===== config.mk =====
export PLATFORM = sky130hd
export DESIGN_NAME = rx_frame_ctrl_flat
export DESIGN_NICKNAME = d
export VERILOG_FILES = /design/src/rtl/rx_frame_ctrl_if.sv /design/src/rtl/rx_frame_ctrl.sv /design/src/flat_wrapper.sv
export SDC_FILE = /design/constraint.sdc
export NUM_CORES = 1
export LEC_CHECK = 0
export CORE_MARGIN = 1
export CORE_UTILIZATION = 50
export DETAILED_ROUTE_END_ITERATION = 10
export PLACE_DENSITY = 0.77
export SETUP_SLACK_MARGIN = 0.4
export SLEW_MARGIN = 20
export SYNTH_ARGS = -nofsm -noshare
export SYNTH_HDL_FRONTEND = slang
export SYNTH_SLANG_ARGS = --single-unit
export TNS_END_PERCENT = 10

===== constraint.sdc =====
create_clock -name clk -period 1.9 [get_ports clk]
set_input_delay 0.38 -clock clk [delete_from_list [all_inputs] [get_ports clk]]
set_output_delay 0.38 -clock clk [all_outputs]
set_load 0.02 [all_outputs]

===== src/rtl/rx_frame_ctrl_if.sv =====
// Receive-side bus for rx_frame_ctrl: serial line, bit-timer control and the
// holding-buffer handshake with its status flags.
interface rx_frame_ctrl_if #(
   parameter int DATA_BITS = 8
) ();

   logic                 serial_in;
   logic                 shift_strobe;
   logic                 timer_clear;
   logic                 timer_enable;
   logic                 data_read;
   logic [DATA_BITS-1:0] rx_data;
   logic                 data_ready;
   logic                 framing_error;
   logic                 overrun_error;

   // Frame controller side
   modport slave (
      input  serial_in,
      input  shift_strobe,
      input  data_read,
      output timer_clear,
      output timer_enable,
      output rx_data,
      output data_ready,
      output framing_error,
      output overrun_error
   );

   // Line driver / bit timer / consumer side
   modport master (
      output serial_in,
      output shift_strobe,
      output data_read,
      input  timer_clear,
      input  timer_enable,
      input  rx_data,
      input  data_ready,
      input  framing_error,
      input  overrun_error
   );

endinterface


===== src/rtl/rx_frame_ctrl.sv =====
// UART-style receive frame controller. Detects the start edge, steers an
// external bit-period timer, samples on the timer's mid-bit strobe,
// deserialises LSB-first, checks the stop bit and holds the word for a
// ready/read handshake with framing and overrun flags.
module rx_frame_ctrl #(
   parameter int DATA_BITS = 8
) (
   input  logic           clk,
   input  logic           n_rst,
   rx_frame_ctrl_if.slave bus
);

   localparam int                CNT_W    = $clog2(DATA_BITS + 1);
   localparam logic [CNT_W-1:0] LAST_BIT = CNT_W'(DATA_BITS - 1);

   typedef enum logic [2:0] {
      S_IDLE,
      S_CLR,
      S_START_CHK,
      S_DATA,
      S_STOP
   } state_t;

   state_t               r_state;
   logic                 r_prev_serial;
   logic [DATA_BITS-1:0] r_shreg;
   logic [CNT_W-1:0]     r_bit_cnt;
   logic                 r_timer_clear;
   logic                 r_timer_enable;
   logic [DATA_BITS-1:0] r_rx_data;
   logic                 r_data_ready;
   logic                 r_framing_error;
   logic                 r_overrun_error;

   logic                 w_start_edge;
   logic                 w_stop_sample;
   logic                 w_load;
   logic                 w_frame_err;
   logic                 w_read;

   // Start edges only count while idle; mid-frame falls are plain data.
   assign w_start_edge  = (r_state == S_IDLE) && r_prev_serial && !bus.serial_in;
   assign w_stop_sample = (r_state == S_STOP) && bus.shift_strobe;
   assign w_load        = w_stop_sample && bus.serial_in;
   assign w_frame_err   = w_stop_sample && !bus.serial_in;
   assign w_read        = bus.data_read && r_data_ready;

   // Previous line level, for falling-edge detection.
   always_ff @(posedge clk or negedge n_rst) begin
      if (!n_rst) r_prev_serial <= 1'b1;
      else        r_prev_serial <= bus.serial_in;
   end

   // Frame FSM with the shift register and bit counter; timer controls are
   // registered from the next state so they track the state exactly.
   always_ff @(posedge clk or negedge n_rst) begin
      if (!n_rst) begin
         r_state        <= S_IDLE;
         r_shreg        <= '0;
         r_bit_cnt      <= '0;
         r_timer_clear  <= 1'b0;
         r_timer_enable <= 1'b0;
      end else begin
         case (r_state)
            S_IDLE: begin
               if (w_start_edge) begin
                  r_state        <= S_CLR;
                  r_timer_clear  <= 1'b1;
                  r_timer_enable <= 1'b0;
               end
            end
            S_CLR: begin
               r_bit_cnt      <= '0;
               r_state        <= S_START_CHK;
               r_timer_clear  <= 1'b0;
               r_timer_enable <= 1'b1;
            end
            S_START_CHK: begin
               if (bus.shift_strobe) begin
                  if (!bus.serial_in) begin
                     r_state <= S_DATA;
                  end else begin
                     // Line is back high at mid-bit: glitch, not a start bit.
                     r_state        <= S_IDLE;
                     r_timer_enable <= 1'b0;
                  end
               end
            end
            S_DATA: begin
               if (bus.shift_strobe) begin
                  r_shreg   <= {bus.serial_in, r_shreg[DATA_BITS-1:1]};
                  r_bit_cnt <= r_bit_cnt + CNT_W'(1);
                  if (r_bit_cnt == LAST_BIT) r_state <= S_STOP;
               end
            end
            S_STOP: begin
               if (bus.shift_strobe) begin
                  r_state        <= S_IDLE;
                  r_timer_enable <= 1'b0;
               end
            end
            default: begin
               r_state        <= S_IDLE;
               r_timer_clear  <= 1'b0;
               r_timer_enable <= 1'b0;
            end
         endcase
      end
   end

   // Holding buffer and status flags. A load in the same cycle as a read
   // wins: the new word stays ready and the read absorbs the old one, so no
   // overrun is flagged.
   always_ff @(posedge clk or negedge n_rst) begin
      if (!n_rst) begin
         r_rx_data       <= '0;
         r_data_ready    <= 1'b0;
         r_overrun_error <= 1'b0;
      end else if (w_load) begin
         r_rx_data       <= r_shreg;
         r_data_ready    <= 1'b1;
         r_overrun_error <= r_data_ready && !bus.data_read;
      end else if (w_read) begin
         r_data_ready    <= 1'b0;
         r_overrun_error <= 1'b0;
      end
   end

   // Framing error lives until the next start edge (false starts included).
   always_ff @(posedge clk or negedge n_rst) begin
      if (!n_rst)           r_framing_error <= 1'b0;
      else if (w_start_edge) r_framing_error <= 1'b0;
      else if (w_frame_err)  r_framing_error <= 1'b1;
   end

   assign bus.timer_clear   = r_timer_clear;
   assign bus.timer_enable  = r_timer_enable;
   assign bus.rx_data       = r_rx_data;
   assign bus.data_ready    = r_data_ready;
   assign bus.framing_error = r_framing_error;
   assign bus.overrun_error = r_overrun_error;

endmodule

===== src/flat_wrapper.sv =====
// flat-port wrapper written by rule: the top's interface ports become plain ports
module rx_frame_ctrl_flat 
#(
   parameter int DATA_BITS = 8
)
  (clk, n_rst, bus_serial_in, bus_shift_strobe, bus_data_read, bus_timer_clear, bus_timer_enable, bus_rx_data, bus_data_ready, bus_framing_error, bus_overrun_error);
  rx_frame_ctrl_if #(.DATA_BITS(DATA_BITS)) bus_i ();
  input  logic clk;
  input  logic n_rst;
  input wire logic [$bits(bus_i.serial_in)-1:0] bus_serial_in;
  input wire logic [$bits(bus_i.shift_strobe)-1:0] bus_shift_strobe;
  input wire logic [$bits(bus_i.data_read)-1:0] bus_data_read;
  output wire logic [$bits(bus_i.timer_clear)-1:0] bus_timer_clear;
  output wire logic [$bits(bus_i.timer_enable)-1:0] bus_timer_enable;
  output wire logic [$bits(bus_i.rx_data)-1:0] bus_rx_data;
  output wire logic [$bits(bus_i.data_ready)-1:0] bus_data_ready;
  output wire logic [$bits(bus_i.framing_error)-1:0] bus_framing_error;
  output wire logic [$bits(bus_i.overrun_error)-1:0] bus_overrun_error;
  assign bus_i.serial_in = bus_serial_in;
  assign bus_i.shift_strobe = bus_shift_strobe;
  assign bus_i.data_read = bus_data_read;
  assign bus_timer_clear = bus_i.timer_clear;
  assign bus_timer_enable = bus_i.timer_enable;
  assign bus_rx_data = bus_i.rx_data;
  assign bus_data_ready = bus_i.data_ready;
  assign bus_framing_error = bus_i.framing_error;
  assign bus_overrun_error = bus_i.overrun_error;
  rx_frame_ctrl #(.DATA_BITS(DATA_BITS)) u_core (.clk(clk), .n_rst(n_rst), .bus(bus_i));
endmodule

==> reports/metrics.cfg <==
[yosys]
yosysTopAreaCell=dfrtp_1
syn_nets=111
synth_edf_count=0
syn-cell-area_um2=1310
synth_ff_type=dfrtp_1
yosys.area.top_type_share=0.534
synth_area_leaders=dfrtp_1, mux2_2, dfstp_2, a21oi_1, nand2_1
synth_cell_types=41
ys_warn_count=0
ys_seq_elements=29
postSynthCellCount=105
async_reset_ff_frac=1.00
synth.yosys.seq_area_share=0.554
syn_area_per_cell_um2=12.5

[final_layout]
finalNetCount=134
antenna_cells=0
nFillCells=215
mostFrequentLayoutCell=dfrtp_1
syn2layout_area_growth_pct=22.4
final_util=0.648
mostFrequentLayoutCells=dfrtp_1, mux2_2, clkdlybuf4s50_1, nand2_1
drive_above_1_share=0.256

[global_route]
grt_overflow=0
grt_pass1_vias=842
grt_max_degree=30
antenna_found_initial=0
grt_pass1_wl_um=3800
grt_use_total=0.201

[clocking]
cts_made_buffers=5
cts_tree=done
hold_buffers=0
insertion_delay_ns=0.33
cts_sinks=29
clock-root-buffer=clkbuf_4
clk_pin_slew_ns=0.09
htreeDepth=2
cts.path.max_buffers=2

[critical_path]
crit_chain=clkdlybuf4s50_1
cp-end-kind=output port
crit_arrival_ns=1.30
critPathBufInv=1
cpPeakStageDelay_ns=0.61
path_class=flop to output port
cp_top_family=buffers and inverters
crit_path_max_fanout=3
worstPathRequired_ns=1.52
crit_path_top_delay_cell=clkdlybuf4s50_1
start_kind=flop

[die]
num_rows=18
fp.dieH_um=53.2
core-area_um2=2480
pin_count=18
dieArea_um2=2830
start_util=0.530
fp.dieW_um=53.2

[timing]
clock.fmax_ghz=0.596
fin_crit_ns=1.68
tightest_slew_ns=0.535
hold_viol=0
finClkSkew_ns=0.00753
fin_setup_tns_ns=0
relSlewSlack=0.643
rsz0062_at_grt=true
maxSlewViolCount=0
finalSetupViolCount=0
fin_crit_sh=0.883

[routing]
viasPerCell=5.55
ant_nets=0
avgRoutedWirePerCell_um=14.9
drtIter0Drc=11
routed_wl_um=2370
vias=883
firstDrtPassIters=4
drc_errors=0

[place]
io_buffers=17
dpl.hpwl_um=1630
gp_congestion=0.791

[power]
power_leakage_uw=0.000789
pwr_density_cell_nw_per_um2=1250
vdd_drop_max_v=0.000857

[worst_hold_path]
worstHoldPathType=input pin to async pin

[outcome]
status=finished, final reports clean

[flow_run]
drv_cap=0

[layout make-up]
type	count	area, um2	area share
clock buffers	6	51.3	0.0319
multi-input cells	66	531	0.330
clock inverters	2	37.5	0.0234
repair buffers	21	204	0.127
well taps	30	37.5	0.0234
flip-flops and latches	29	727	0.452
inverters	5	18.8	0.0117
[path summary, 6_finish.rpt]
kind	startpoint	cells after the start	to	slack, ns
max in group asynchronous	n_rst	2	u_core.r_prev_serial	1.17
min	n_rst	2	u_core.bus.rx_data[1]	0.42
max reg2reg	u_core.r_state[1]	3	u_core.r_bit_cnt[3]	0.30
min reg2reg	u_core.bus.rx_data[0]	1	u_core.bus.rx_data[0]	0.51
max	u_core.bus.framing_error	1	bus_framing_error	0.22
min in group clk	u_core.bus.rx_data[0]	1	u_core.bus.rx_data[0]	0.51
[cells in the mapped netlist, types with 2 or more instances]
library cell,number
mux2_2,16
a21oi_1,5
nor2_1,2
a22o_1,2
dfrtp_1,28
nand3_1,2
inv_1,5
buf_2,2
buf_4,2
nand2_1,6
o21ai_0,2
and2_1,2
nand3b_1,3
[cells by family after synthesis]
group                      share of synthesized area
DFF                                            0.554
buffers and inverters                         0.0419
AOI/OAI and AO/OA                              0.102
muxes                                          0.145
and+or+nand+nor                                0.148
adders and majority gates                    0.00953
[flip-flops by register name, indices dropped and copies added, names as in the netlist]
| signal | flops |
|---|---|
| u_core.r_shreg | 8 |
| u_core.bus.data_ready | 1 |
| u_core.r_bit_cnt | 4 |
| u_core.bus.rx_data | 8 |
| u_core.bus.overrun_error | 1 |
| u_core.bus.framing_error | 1 |
| u_core.bus.timer_enable | 1 |
| u_core.r_state | 3 |
| u_core.bus.timer_clear | 1 |
| u_core.r_prev_serial | 1 |
[report_power, final]
part | switching [uW] | internal [uW] | total (uW)
Sequential | 201 | 776 | 977
Clock | 218 | 312 | 530
Combinational | 236 | 266 | 501
[per-stage QoR]
stage	hold WS, ns	power (uW)	std cells	worst slack, ns	cell area (um2)
final	0.417	2010	159	0.222	1610
after global placement	0.487	1470	151	0.108	1510
after CTS	0.417	2030	159	0.178	1600
after global routing	0.449	2140	159	0.174	1610
after detailed placement	0.495	1510	151	0.0656	1510
after floorplan	0.0844	1360	105	0.586	1310
[timing repair]
action                                 CTS  global route
endpoints found under the hold margin    0             0
setup endpoints to repair               33            33
gates resized for setup                  3             3
setup buffers                            0             0
[per-layer routing]
metal,part of all wire,global-route usage
met1,0.45,0.239
met2,0.49,0.310
met3,0.053,0.0862
met4,0.014,0.0921
met5,0,0
(Power assumes the default switching activity.)
